[src/rtl/pipe_adder_pkg.sv]
// Shared constants and width helpers for the skewed pipelined adder.
// Optional overflow output is enabled with PIPE_ADDER_OVERFLOW_EN.
package pipe_adder_pkg;

    localparam logic MODE_ADD = 1'b0;
    localparam logic MODE_SUB = 1'b1;

    function automatic int slice_w(input int n, input int s);
        return (s > 0) ? n / s : 1;
    endfunction

    // Operand bits still unconsumed after stage k has done its slice.
    function automatic int rem_w(input int n, input int s, input int k);
        return n - (k + 1) * slice_w(n, s);
    endfunction

    // Stage k payload is {b_rem, a_rem, sum_done}; offsets pack all stages into one vector.
    function automatic int pay_off(input int n, input int s, input int k);
        int o;
        o = 0;
        for (int j = 0; j < k; j++) o += n + rem_w(n, s, j);
        return o;
    endfunction

endpackage

[src/rtl/adder_slice.sv]
// Combinational W-bit ripple-carry adder used for one pipeline slice.
module adder_slice #(
    parameter int W = 4
) (
    input  logic [W-1:0] a,
    input  logic [W-1:0] b,
    input  logic         c,
    output logic [W-1:0] sum,
    output logic         carry
);

    logic [W:0] cc;

    assign cc[0] = c;

    for (genvar i = 0; i < W; i++) begin : g_bit
        assign sum[i]   = a[i] ^ b[i] ^ cc[i];
        assign cc[i+1]  = (a[i] & b[i]) | (cc[i] & (a[i] ^ b[i]));
    end

    assign carry = cc[W];

endmodule

[src/rtl/pipe_adder_nb.sv]
// Skewed STAGES-deep add/subtract pipeline with a stall-all valid/ready handshake.
// Define PIPE_ADDER_OVERFLOW_EN to add the aligned signed-overflow output.
module pipe_adder_nb
    import pipe_adder_pkg::*;
#(
    parameter int N      = 16,
    parameter int STAGES = 4
) (
    input  logic         clk,
    input  logic         rst_n,
    input  logic         in_valid,
    output logic         in_ready,
    input  logic [N-1:0] a,
    input  logic [N-1:0] b,
    input  logic         cin,
    input  logic         sub,
    output logic         out_valid,
    input  logic         out_ready,
    output logic [N-1:0] sum,
    output logic         carry
`ifdef PIPE_ADDER_OVERFLOW_EN
    ,
    output logic         overflow
`endif
);

    localparam int SW       = slice_w(N, STAGES);
    localparam int TOT      = pay_off(N, STAGES, STAGES);
    localparam int OFF_LAST = pay_off(N, STAGES, STAGES - 1);

    if (STAGES < 1 || STAGES > N || (N % STAGES) != 0) begin : g_bad_cfg
        $fatal(1, "pipe_adder_nb: illegal N=%0d STAGES=%0d", N, STAGES);
    end

    logic [STAGES:0]   vld_pipe;
    logic [STAGES:0]   c_pipe;
    logic [STAGES-1:0] vld_q;
    logic [STAGES-1:0] c_q;
    logic [STAGES-1:0] c_d;
    logic [TOT-1:0]    pay_q;
    logic [TOT-1:0]    pay_d;
    logic              advance;

    // Subtract is a + ~b + ~cin; inversion happens once at entry and travels with b.
    assign vld_pipe[0]        = in_valid;
    assign vld_pipe[STAGES:1] = vld_q;
    assign c_pipe[0]          = (sub == MODE_SUB) ? ~cin : cin;
    assign c_pipe[STAGES:1]   = c_q;

    assign advance  = !vld_pipe[STAGES] || out_ready;
    assign in_ready = advance;

`ifdef PIPE_ADDER_OVERFLOW_EN
    logic ov_d;
    logic ov_q;
`endif

    for (genvar k = 0; k < STAGES; k++) begin : g_stage
        localparam int REM = rem_w(N, STAGES, k);
        localparam int OFF = pay_off(N, STAGES, k);
        localparam int PW  = N + REM;

        logic [SW-1:0] sa;
        logic [SW-1:0] sb;
        logic [SW-1:0] ss;
        logic          co;

        if (k == 0) begin : g_first
            logic [N-1:0] b_eff;
            assign b_eff = (sub == MODE_SUB) ? ~b : b;
            assign sa    = a[SW-1:0];
            assign sb    = b_eff[SW-1:0];
            if (REM > 0) begin : g_rem
                assign pay_d[OFF +: PW] = {b_eff[N-1:SW], a[N-1:SW], ss};
            end else begin : g_norem
                assign pay_d[OFF +: PW] = ss;
            end
        end else begin : g_next
            localparam int POFF = pay_off(N, STAGES, k - 1);
            localparam int DONE = k * SW;
            localparam int PPW  = N + REM + SW;
            logic [PPW-1:0] prev;
            assign prev = pay_q[POFF +: PPW];
            assign sa   = prev[DONE +: SW];
            assign sb   = prev[N +: SW];
            if (REM > 0) begin : g_rem
                assign pay_d[OFF +: PW] = {prev[N+SW +: REM], prev[DONE+SW +: REM],
                                           ss, prev[DONE-1:0]};
            end else begin : g_norem
                assign pay_d[OFF +: PW] = {ss, prev[DONE-1:0]};
            end
        end

        adder_slice #(.W(SW)) u_slice (
            .a     (sa),
            .b     (sb),
            .c     (c_pipe[k]),
            .sum   (ss),
            .carry (co)
        );

        assign c_d[k] = co;

`ifdef PIPE_ADDER_OVERFLOW_EN
        // Carry into the MSB is recovered from the MSB sum bit of the top slice.
        if (k == STAGES - 1) begin : g_ov
            assign ov_d = sa[SW-1] ^ sb[SW-1] ^ ss[SW-1] ^ co;
        end
`endif
    end

    always_ff @(posedge clk or negedge rst_n) begin
        if (!rst_n) begin
            vld_q <= '0;
            c_q   <= '0;
            pay_q <= '0;
`ifdef PIPE_ADDER_OVERFLOW_EN
            ov_q  <= 1'b0;
`endif
        end else if (advance) begin
            vld_q <= vld_pipe[STAGES-1:0];
            c_q   <= c_d;
            pay_q <= pay_d;
`ifdef PIPE_ADDER_OVERFLOW_EN
            ov_q  <= ov_d;
`endif
        end
    end

    assign out_valid = vld_pipe[STAGES];
    assign sum       = pay_q[OFF_LAST +: N];
    assign carry     = c_pipe[STAGES];
`ifdef PIPE_ADDER_OVERFLOW_EN
    assign overflow  = ov_q;
`endif

endmodule
[config.mk]
export PLATFORM = sky130hd
export DESIGN_NAME = pipe_adder_nb
export DESIGN_NICKNAME = d
export VERILOG_FILES = /design/src/rtl/pipe_adder_pkg.sv /design/src/rtl/adder_slice.sv /design/src/rtl/pipe_adder_nb.sv
export SDC_FILE = /design/constraint.sdc
export NUM_CORES = 1
export LEC_CHECK = 0
export CORE_ASPECT_RATIO = 1.25
export CORE_MARGIN = 2
export CORE_UTILIZATION = 50
export CTS_CLUSTER_DIAMETER = 80
export CTS_CLUSTER_SIZE = 40
export DETAILED_ROUTE_END_ITERATION = 10
export PLACE_DENSITY = 0.75
export SLEW_MARGIN = 20
export SYNTH_ARGS = -nofsm -noshare
export SYNTH_HDL_FRONTEND = slang
export SYNTH_SLANG_ARGS = --single-unit
export TNS_END_PERCENT = 20
[constraint.sdc]
create_clock -name clk -period 2.1 [get_ports clk]
set_clock_uncertainty 0.1 [all_clocks]
set_input_delay 0.42 -clock clk [delete_from_list [all_inputs] [get_ports clk]]
set_output_delay 0.42 -clock clk [all_outputs]
set_load 0.03 [all_outputs]
==> After elaboration in Yosys (flattened, before gate mapping) <==
Cells that the tools add are included.
{ "op_classes": {"n_eq_ne": 0, "n_reduce_logical": 2, "bitwise_logic": 82, "magnitude_cmp": 0, "n_shift": 0, "mux": 2, "n_div": 0, "multipliers": 0, "add_sub_neg": 0} }
{ "ops": {"columns": ["cell", "count"], "rows": [
  ["$and 1x1->1", 32],
  ["$xor 1x1->1", 32],
  ["$mux 16", 1],
  ["$not 16->16", 1],
  ["$or 1x1->1", 16],
  ["$logic_not 1->1", 1],
  ["$logic_or 1x1->1", 1],
  ["$mux 1", 1],
  ["$not 1->1", 1]
]} }
{ "totals": {"mem_count": 0, "ramBits": 0, "regBits": 96, "romBits": 0, "out_inout_bits": 19, "word_cells": 89, "latchBits": 0} }

==> Longest topological paths before layout <==
Gate-level depths: netlist (run 1).
{ "logic_depth": {"word_depth": 11, "ltp_mapped": 10, "ltp_nobuf": 8} }

==> Modules after synthesis <==
Synthesis (run 1) repeated with hierarchy kept, for this count alone.
{ "hier_totals": {"cells_unflattened": 295, "area_unflattened_um2": 4435.5} }
{ "modules_own_cells": {"columns": ["mod", "cells_each", "seq_area_each_um2", "n_inst", "area_per_inst_um2"], "rows": [
  ["pipe_adder_nb", 239, 2402.3, 1, 3965.1],
  ["adder_slice", 14, 0.0, 4, 117.6]
]} }

==> Least setup slack after synthesis (run 1) <==
Ideal clock, no wire load.
{ "synth_path": {"path_kind": "input-to-reg", "start": "input sub", "end": "register pay_q[3]", "arrival_ps": 2636, "cell_stages": 10, "setup_slack_ps": -760, "cell_sequence": "buf_2 -> buf_4 -> xor2_1 -> fa_1 -> fa_1 -> inv_1 -> fa_1 -> inv_1 -> fa_1 -> mux2_2"} }
{ "synth_between": {"elab_chain_cells": 9, "elab_cells_between_ends": 16} }
{ "synth_rtl": {"columns": ["item", "line", "rtl"], "rows": [
  ["start: declaration", "pipe_adder_nb.sv:16", "input logic sub,"],
  ["$mux 16", "pipe_adder_nb.sv:70", "assign b_eff = (sub == MODE_SUB) ? ~b : b;"],
  ["$xor 1x1->1", "adder_slice.sv:18", "assign cc[i+1] = (a[i] & b[i]) | (cc[i] & (a[i] ^ b[i]));"],
  ["$and 1x1->1", "adder_slice.sv:18", null],
  ["$or 1x1->1", "adder_slice.sv:18", null],
  ["$and 1x1->1", "adder_slice.sv:18", null],
  ["$or 1x1->1", "adder_slice.sv:18", null],
  ["$and 1x1->1", "adder_slice.sv:18", null],
  ["$or 1x1->1", "adder_slice.sv:18", null],
  ["$xor 1x1->1 (*)", "adder_slice.sv:17", "assign sum[i] = a[i] ^ b[i] ^ cc[i];"],
  ["net g_stage[0].ss[3]", "pipe_adder_nb.sv:65", "logic [SW-1:0] ss;"],
  ["end signal: assignment", "pipe_adder_nb.sv:123", "pay_q <= pay_d;"],
  ["end: declaration", "pipe_adder_nb.sv:40", "logic [TOT-1:0] pay_q;"]
]} }
Mark *: on every way through the listed nets, which the timed path passes. The rest lies on a longest branch.
A chain may end at the register's enable or synchronous reset.

==> Worst setup path in the final report (run 1) <==
{ "layout_path": {"start": "input b[0]", "end": "register pay_q[3]"} }
{ "layout_between": {"elab_chain_cells": 10, "elab_cells_between_ends": 11} }
{ "layout_rtl": {"columns": ["item", "line", "rtl"], "rows": [
  ["start: declaration", "pipe_adder_nb.sv:14", "input logic [N-1:0] b,"],
  ["$not 16->16", "pipe_adder_nb.sv:70", null],
  ["$mux 16 (*)", "pipe_adder_nb.sv:70", null],
  ["$xor 1x1->1", "adder_slice.sv:18", null],
  ["$and 1x1->1", "adder_slice.sv:18", null],
  ["$or 1x1->1 (*)", "adder_slice.sv:18", null],
  ["$and 1x1->1 (*)", "adder_slice.sv:18", null],
  ["$or 1x1->1 (*)", "adder_slice.sv:18", null],
  ["$and 1x1->1 (*)", "adder_slice.sv:18", null],
  ["$or 1x1->1 (*)", "adder_slice.sv:18", null],
  ["$xor 1x1->1 (*)", "adder_slice.sv:17", null],
  ["net g_stage[0].ss[3]", "pipe_adder_nb.sv:65", null]
]} }
Marks and branches as above.

==> metrics.cfg, run 1 <==
[finish]
fin_util_pct = 61.43
n_antenna_cell = 0
drive_gt1_share_pct = 40.46
mostFrequentLayoutCell = dfrtp_1
final_cell_mix = 96 x dfrtp_1, 61 x mux2_2, 49 x clkdlybuf4s50_1
nets = 398
area_growth_pct = 20.68

[sta]
report.final.slew_viol_count = 0
whs_ns = 0.3699
setup_slack_ns = -0.1222
tightest_slew_ns = 0.5190
relSlewSlack_pct = 65.40
setup_viol = 5
hold_viol = 0
timing.fmax_ghz = 0.4500
layout_min_cycle_time_ns = 2.222
fin_crit_sh_pct = 105.8
rsz0062_at_grt = yes

[place]
gp_congestion = 0.7931
dp_hpwl_um = 4854
portBuffers = 56

[critical_path]
worstPathArrival_ns = 2.37
worst_ep_required_time_ns = 2.25
max_stage_delay_ns = 0.40
worstSetupStartpointType = input pin
path_class = input pin to flop
path_cells = buf_6 > xor2_2 > fa_2 > fa_2 > inv_2 > fa_2 > inv_2 > fa_2 > mux2_4
critPathMaxFanout = 1
cpMostUsedCell = fa_2
end_kind = flop
critPathSlowestCell = fa_2

[floorplanning]
num_io_pins = 57
rows = 38
die-area_um2 = 9481
coreArea_um2 = 8558
start_util_pct = 50.91
die_h_um = 108.4
dieWidth_um = 87.49

[global_route]
grt_pass1_wl_um = 11490
antenna_found_initial = 0
grt_pass1_vias = 2462
grt-ovfl-total = 0
grt_max_degree = 40
grtUsageTotal_pct = 16.26

[clock_tree]
clockBufferDepth = 2
cts_tree = done
cts_sinks = 96
cts_buffers = 9
clk_pin_slew_ns = 0.08
htree_levels = 3
clock_latency_ns = 0.36
root_buffer = clkbuf_8

[yosys]
syn-num-nets = 345
ys_types = 16
avgSynthCellArea_um2 = 14.97
ys_warn_count = 0
netlist_instances = 291
syn_area_um2 = 4357
synth-seq-cells = 96
ys_seq_area_share_pct = 55.14

[worst_hold_path]
min_path_type = flop to flop

[route]
drc = 0
wl_per_cell_um = 14.87
via_per_inst = 5.031
ant_nets = 0
drt_iter0_drc = 79
totalWireLength_um = 6630
first_pass_iters = 3
vias = 2244

[pwr]
vdd_drop_max_uv = 622.8
leakagePower_nw = 2.330
power.density_nw_per_um2 = 1417

[run]
drv_cap = 0

[run_status]
violations = negative setup slack
outcome = complete, but fails checks

[cell families (layout without fill, tap and decap cells)]
| family | after synthesis | count (layout) | share of synthesized area [%] |
|---|---|---|---|
| compound gates | 10 | 10 | 1.149 |
| xor+xnor | 17 | 17 | 3.418 |
| fa+ha+maj | 16 | 16 | 7.352 |
| buf+inv | 55 | 110 | 7.122 |
| flops | 96 | 96 | 55.14 |
| mux | 85 | 85 | 23.64 |
| simple gates | 12 | 12 | 2.183 |
[power by group]
part           total, mW  internal (mW)  switching (mW)
registers           3.16           2.69           0.475
clock network       1.13          0.565           0.562
logic               3.16           1.82            1.34
[critical path: cells and delay by family]
kind                     cells  cell delay (ns)
XOR/XNOR                     1             0.17
adder cells (fa/ha/maj)      4             1.32
buffers and inverters        3             0.19
multiplexers                 1             0.26
[final timing paths]
path                                 from         to  slack (ns)  cells past startpoint
worst max-delay path                 b[0]   pay_q[3]       -0.12                      9
worst min-delay path             vld_q[2]   vld_q[3]        0.37                      1
worst max register to register  pay_q[16]  pay_q[35]       -0.11                      8
worst min register to register   vld_q[2]   vld_q[3]        0.37                      1
max in group asynchronous           rst_n  pay_q[83]        0.87                      3
min in group asynchronous           rst_n   pay_q[5]        0.48                      2
[per-layer routing]
metal  part of all wire (%)  GRT usage [%]  vias to the layer above  routed length (um)
met5                      0              0                        -                   0
met4                    2.7          8.901                        0                 176
met3                    3.3          3.282                       10                 219
met2                     52          26.73                       41                3437
met1                     42          19.98                     1148                2797
li1                       -              -                     1045                   -
[metrics by stage]
stage	instances	setup TNS, ns	setup WS [ns]	instance area, um^2	total power [mW]
final	446	-0.4634	-0.1222	5258	7.448
after detailed placement	430	-3.546	-1.041	5010	6.280
after global routing	446	-0.7210	-0.1804	5258	8.013
after floorplan	291	-1.505	-0.6128	4383	5.481
after CTS	445	-0.9220	-0.2258	5215	7.478
after global placement	430	-3.057	-0.9466	5010	6.123
[registers in the layout, indices dropped and copies added, names as in the netlist]
name and count:
pay_q 88, vld_q 4, c_q 4
[final cells by class]
class	instances	area, um^2
Clock buffer	12	145.1
Clock inverter	1	30.03
Timing Repair Buffer	73	764.5
Sequential cell	96	2402
Tap cell	100	125.1
Fill cell	669	3301
Multi-Input combinational cell	140	1700
Inverter	24	90.09
[synthesized netlist by cell type (all sizes together)]
cell type | count | share of area [%]
a21oi | 10 | 1.1
buf | 29 | 4.9
clkbuf | 2 | 0.17
dfrtp | 96 | 55
fa | 16 | 7.4
inv | 24 | 2.1
mux2 | 83 | 23
mux2i | 2 | 0.46
nand2b | 2 | 0.46
nor3b | 10 | 1.7
xnor2 | 3 | 0.60
xor2 | 14 | 2.8
[repair_timing]
action / 4_1_cts / 5_1_grt
setup endpoints to repair: 8 / 9
pin swaps: 7 / 12
hold buffers: 1 / 0
gates resized for setup: 24 / 17
endpoints found under the hold margin: 37 / 0
buffers inserted: 1 / 1
(Power assumes the default switching activity.)
==> inputs of run 2 (changes only) <==
Settings changed: SKIP_CTS_REPAIR_TIMING from default to 1.
==> run 2 against run 1 <==
The flow still finishes with violations (negative setup slack). Clock-buffer cell count unchanged. Global-route usage down 0.084 points. Setup slack worse by 0.072 ns. Via count down 0.94%. Largest power group unchanged. Cell area down 0.29%. Non-clock buffer count down 1. Utilization down 0.18 points. Critical endpoint unchanged. Hold slack about the same. Sequential share of layout area up 0.13 points.
==> metrics.cfg, run 2 (same netlist as run 1, synthesis figures left out) <==
[pwr]
leakagePower_nw = 2.331  ; was 2.330 nW
clock_power_share_pct = 15.2  ; was 15.1%
power.density_nw_per_um2 = 1411  ; was 1417 nW/um^2
power.internal_mw = 5.040  ; was 5.069 mW
vdd_drop_max_uv = 616.9  ; was 622.8 uV
switchingPower_mw = 2.358  ; was 2.379 mW
p_seq_share_pct = 42.7  ; was 42.4%
power_frac_comb_pct = 42.2  ; was 42.4%
swShare_pct = 31.88  ; was 31.95%

[sta]
timing.fmax_ghz = 0.4358  ; was 0.4500 GHz
report.final.slew_viol_count = 0  ; unchanged
tightest_slew_ns = 0.5176  ; was 0.5190 ns
setup_slack_ns = -0.1944  ; was -0.1222 ns
relSlewSlack_pct = 65.49  ; was 65.40%
hold_viol = 0  ; unchanged
rsz0062_at_grt = yes  ; unchanged
layout_min_cycle_time_ns = 2.294  ; was 2.222 ns
setup_viol = 5  ; unchanged
fin_crit_sh_pct = 109.3  ; was 105.8%

[finish]
regMostFlops = pay_q  ; unchanged
nets = 397  ; was 398
multi_input_area_um2 = 1693  ; was 1700 um^2
mostFrequentLayoutCell = dfrtp_1  ; unchanged
largest_register_ffs = 88  ; unchanged
instances_no_fill = 445  ; was 446
drive_gt1_share_pct = 38.55  ; was 40.46%
fin_util_pct = 61.26  ; was 61.43%
seqCellArea_um2 = 2402  ; unchanged
n_antenna_cell = 0  ; unchanged
final_cell_mix = 96 x dfrtp_1, 61 x mux2_2, 50 x clkdlybuf4s50_1  ; was 96 x dfrtp_1, 61 x mux2_2, 49 x clkdlybuf4s50_1
area_growth_pct = 20.33  ; was 20.68%
n_fill_cell = 671  ; was 669
top_regs = pay_q: 88 flops, c_q: 4 flops, vld_q: 4 flops  ; unchanged
final_area_um2 = 5243  ; was 5258 um^2

[global_route]
grt_max_degree = 40  ; unchanged
grt_pass1_wl_um = 11440  ; was 11490 um
grt_pass1_vias = 2466  ; was 2462
antenna_found_initial = 0  ; unchanged
grt-ovfl-total = 0  ; unchanged
grtUsageTotal_pct = 16.18  ; was 16.26%

[critical_path]
path_class = input pin to flop  ; unchanged
crit_buf_inv = 3  ; unchanged
path_cells = buf_6 > xor2_2 > fa_2 > fa_2 > inv_2 > fa_2 > inv_2 > fa_2 > mux2_4  ; unchanged
max_stage_delay_ns = 0.45  ; was 0.40 ns
end_kind = flop  ; unchanged
critPathMaxFanout = 1  ; unchanged
r2r_start = c_q[1]  ; was pay_q[16]
worst_ep_required_time_ns = 2.25  ; about the same
critPathSlowestCell = fa_2  ; unchanged
cpMostUsedCell = fa_2  ; unchanged
startpoint = b[0]  ; unchanged
worstSetupStartpointType = input pin  ; unchanged
cpLargestDelayFamily = adder cells  ; unchanged
worstPathArrival_ns = 2.44  ; was 2.37 ns

[route]
wl_per_cell_um = 14.91  ; was 14.87 um
wl_met1_um = 2777  ; was 2797 um
top_layer_used = met4  ; unchanged
totalWireLength_um = 6635  ; was 6630 um
drc = 0  ; unchanged
dr_wl_met2_um = 3461  ; was 3437 um
ant_nets = 0  ; unchanged
via_per_inst = 4.996  ; was 5.031
vias = 2223  ; was 2244
first_pass_iters = 2  ; was 3
route.met3.wl_um = 220  ; was 219 um
drt_iter0_drc = 79  ; unchanged

[floorplanning]
coreArea_um2 = 8558  ; unchanged
die-area_um2 = 9481  ; unchanged
start_util_pct = 50.91  ; unchanged
dieWidth_um = 87.49  ; unchanged
rows = 38  ; unchanged
num_io_pins = 57  ; unchanged
die_h_um = 108.4  ; unchanged

[clock_tree]
clock_latency_ns = 0.36  ; about the same
root_buffer = clkbuf_8  ; unchanged
clockBufferDepth = 2  ; unchanged
clk_pin_slew_ns = 0.08  ; about the same
cts_sinks = 96  ; unchanged
cts_tree = done  ; unchanged
htree_levels = 3  ; unchanged
cts_buffers = 9  ; unchanged

[place]
dp_hpwl_um = 4854  ; unchanged
dp_slack_ns = -1.041  ; unchanged
portBuffers = 56  ; unchanged
gp_congestion = 0.7931  ; unchanged
dp_cells = 430  ; unchanged
postPlaceCellArea_um2 = 5010  ; unchanged

[run_status]
outcome = complete, but fails checks  ; unchanged
violations = negative setup slack  ; unchanged

[run]
drv_cap = 0  ; unchanged

[worst_hold_path]
hp-start = vld_q[2]  ; unchanged
min_path_type = flop to flop  ; unchanged

## run 2: cell count changes in the layout (fill, tap and decap cells not counted), sizes merged
| cell | delta |
|---|---|
| clkdlybuf4s50 | +1 |
| buf | -2 |
| clkdlybuf4s15 | -1 |
| clkbuf | +1 |
## run 2: worst paths after layout
kind	to	slack, ns	cells past startpoint
worst min register to register	vld_q[3]	0.37	1
worst min-delay path	vld_q[3]	0.37	1
max in group asynchronous	pay_q[83]	0.86	3
worst max register to register	pay_q[63]	-0.15	8
worst max-delay path	pay_q[3]	-0.19	9
min in group asynchronous	pay_q[5]	0.48	2
## run 2: routing by layer
metal,GRT usage [%],up-vias
met5,0,-
met4,8.901,0
met3,3.282,10
met2,26.57,41
met1,19.87,1134
li1,-,1038
## run 2: area by class of cell
type	instances	share of cell area, %
timing repair buffer	72	14.44
tap	100	2.387
clock inverter	1	0.5728
clock buffer	12	2.768
inverter	24	1.718
sequential	96	45.82
multi-input combinational	140	32.29
## run 2: power by group through the flow
stage               logic, mW  registers [mW]  clock network (mW)
floorplan                2.40            3.08                   0
global placement         2.96            3.17                   0
detailed placement       3.07            3.21                   0
CTS                      3.10            3.17                1.17
global route             3.45            3.26                1.25
finish                   3.12            3.16                1.12
## run 2: per-stage QoR
| stage | TNS (ns) | hold slack, ns | power (mW) |
|---|---|---|---|
| final | -0.7021 | 0.3698 | 7.398 |
| after global routing | -1.019 | 0.3981 | 7.963 |
| after CTS | -2.017 | -0.07401 | 7.441 |
| after detailed placement | -3.546 | 0.3266 | 6.280 |
| after global placement | -3.057 | 0.3281 | 6.123 |
| after floorplan | -1.505 | 0.02441 | 5.481 |
==> inputs of run 3 (changes only) <==
Settings changed: CTS_BUF_LIST from default to sky130_fd_sc_hd__clkbuf_8, SLEW_MARGIN 20 to default.
==> run 3 against run 2 <==
The flow still finishes with violations (negative setup slack). Total power shrank 0.12%. Cell area unchanged. Register-to-register slack hardly changed. Hold slack is the same. Sequential share of layout area unchanged. Utilization unchanged. Clock power about the same. Flip-flop and latch count unchanged. Die area stayed put. Global-route usage is the same. Final cell count did not move. Critical path type unchanged. Critical endpoint unchanged. Highest routed layer unchanged.
==> metrics.cfg, run 3 (same netlist as run 1, synthesis figures left out) <==
[run_status]
outcome = complete, but fails checks  ; unchanged
violations = negative setup slack  ; unchanged

[floorplanning]
rows = 38  ; unchanged
die_h_um = 108.4  ; unchanged
dieWidth_um = 87.49  ; unchanged
coreArea_um2 = 8558  ; unchanged
num_io_pins = 57  ; unchanged
die-area_um2 = 9481  ; unchanged
start_util_pct = 50.91  ; unchanged

[run]
drv_cap = 0  ; unchanged

[sta]
timing.fmax_ghz = 0.4358  ; unchanged
tightest_slew_ns = 0.5176  ; unchanged
whs_ns = 0.3698  ; unchanged
layout_min_cycle_time_ns = 2.294  ; unchanged
setup_viol = 5  ; unchanged
setup_slack_ns = -0.1944  ; unchanged
hold_viol = 0  ; unchanged
rsz0062_at_grt = yes  ; unchanged
report.final.slew_viol_count = 0  ; unchanged
relSlewSlack_pct = 65.49  ; unchanged
fin_crit_sh_pct = 109.3  ; unchanged

[route]
drt_iter0_drc = 84  ; was 79
totalWireLength_um = 6636  ; was 6635 um
wl_per_cell_um = 14.91  ; about the same
first_pass_iters = 2  ; unchanged
via_per_inst = 4.996  ; unchanged
ant_nets = 0  ; unchanged
vias = 2223  ; unchanged
drc = 0  ; unchanged

[finish]
nets = 397  ; unchanged
regMostFlops = pay_q  ; unchanged
mostFrequentLayoutCell = dfrtp_1  ; unchanged
largest_register_ffs = 88  ; unchanged
area_growth_pct = 20.33  ; unchanged
instances_no_fill = 445  ; unchanged
n_antenna_cell = 0  ; unchanged
final_cell_mix = 96 x dfrtp_1, 61 x mux2_2, 50 x clkdlybuf4s50_1  ; unchanged
drive_gt1_share_pct = 38.55  ; unchanged
final_area_um2 = 5243  ; unchanged
fin_util_pct = 61.26  ; unchanged
top_regs = pay_q: 88 flops, c_q: 4 flops, vld_q: 4 flops  ; unchanged

[critical_path]
worstPathArrival_ns = 2.44  ; about the same
path_cells = buf_6 > xor2_2 > fa_2 > fa_2 > inv_2 > fa_2 > inv_2 > fa_2 > mux2_4  ; unchanged
max_stage_delay_ns = 0.45  ; about the same
worst_ep_required_time_ns = 2.25  ; about the same
startpoint = b[0]  ; unchanged
path_class = input pin to flop  ; unchanged
endpoint = pay_q[3]  ; unchanged
rr_worst_depth = 8  ; unchanged
critPathMaxFanout = 1  ; unchanged
worstSetupStartpointType = input pin  ; unchanged
crit_buf_inv = 3  ; unchanged
r2r-end = pay_q[63]  ; unchanged
crit_cells = 9  ; unchanged
ff2ff_setup_slack_ns = -0.15  ; about the same
cpMostUsedCell = fa_2  ; unchanged
end_kind = flop  ; unchanged
cpLargestDelayFamily = adder cells  ; unchanged
r2r_start = c_q[1]  ; unchanged
critPathSlowestCell = fa_2  ; unchanged

[global_route]
grt-ovfl-total = 0  ; unchanged
grtUsageTotal_pct = 16.18  ; unchanged
antenna_found_initial = 0  ; unchanged
grt_pass1_wl_um = 11440  ; unchanged
grt_max_degree = 40  ; unchanged
grt_pass1_vias = 2466  ; unchanged

[pwr]
leakagePower_nw = 2.339  ; was 2.331 nW
power.density_nw_per_um2 = 1409  ; was 1411 nW/um^2
vdd_drop_max_uv = 616.9  ; about the same

[place]
gp_congestion = 0.7931  ; unchanged
dp_cells = 430  ; unchanged
portBuffers = 56  ; unchanged
dp_hpwl_um = 4854  ; unchanged
postPlaceCellArea_um2 = 5010  ; unchanged

[clock_tree]
cts_tree = done  ; unchanged
cts_buffers = 9  ; unchanged
cts_sinks = 96  ; unchanged
htree_levels = 3  ; unchanged
clk_pin_slew_ns = 0.08  ; about the same
root_buffer = clkbuf_8  ; unchanged
clock_latency_ns = 0.36  ; about the same
clockBufferDepth = 2  ; unchanged

[worst_hold_path]
min_path_type = flop to flop  ; unchanged

==> run 3: cell count changes in the layout (fill, tap and decap cells not counted) <==
cell	delta
inv_1	+2
clkbuf_1	-2
==> run 3: how the worst min path moves through the flow <==
| stage | startpoint | cells past startpoint | to | slack (ns) |
|---|---|---|---|---|
| finish | vld_q[2] | 1 | vld_q[3] | 0.37 |
| global route | vld_q[2] | 1 | vld_q[3] | 0.40 |
| CTS | rst_n | 1 | pay_q[18] | -0.07 |
| detailed placement | rst_n | 1 | pay_q[4] | 0.33 |
| global placement | rst_n | 1 | pay_q[4] | 0.33 |
| floorplan | rst_n | 0 | c_q[0] | 0.02 |
==> run 3: area by class of cell <==
class / count / area [um^2]
clock buffer: 10 / 137.6
clock inverter: 3 / 37.54
fill: 671 / 3316
inverter: 24 / 90.09
multi-input combinational: 140 / 1693
sequential: 96 / 2402
tap: 100 / 125.1
timing repair buffer: 72 / 757.0
==> run 3: power breakdown <==
group / switching (mW) / internal (mW) / leakage [nW]
registers: 0.471 / 2.69 / 1.11
logic: 1.33 / 1.79 / 1.13
clock network: 0.559 / 0.555 / 0.0967
==> run 3: stage by stage <==
step	worst slack (ns)	power, mW	setup TNS (ns)
after global placement	-0.9466	6.123	-3.057
final	-0.1944	7.389	-0.7021
after detailed placement	-1.041	6.280	-3.546
after floorplan	-0.6128	5.481	-1.505
after CTS	-0.6395	7.432	-2.016
after global routing	-0.2628	7.955	-1.019
==> run 3: metal layers <==
metal | global-route usage (%) | up-vias | wire [um]
li1 | - | 1038 | -
met1 | 19.87 | 1134 | 2778
met2 | 26.57 | 41 | 3461
met3 | 3.282 | 10 | 220
met4 | 8.901 | 0 | 176
met5 | 0 | - | 0
==> run 3: worst register-to-register path: cells and delay by family, from the launching register on <==
kind	cells	cell delay, ns
buffers and inverters	3	0.19
DFF	1	0.41
AOI/OAI and AO/OA	1	0.13
adders and majority gates	4	1.35
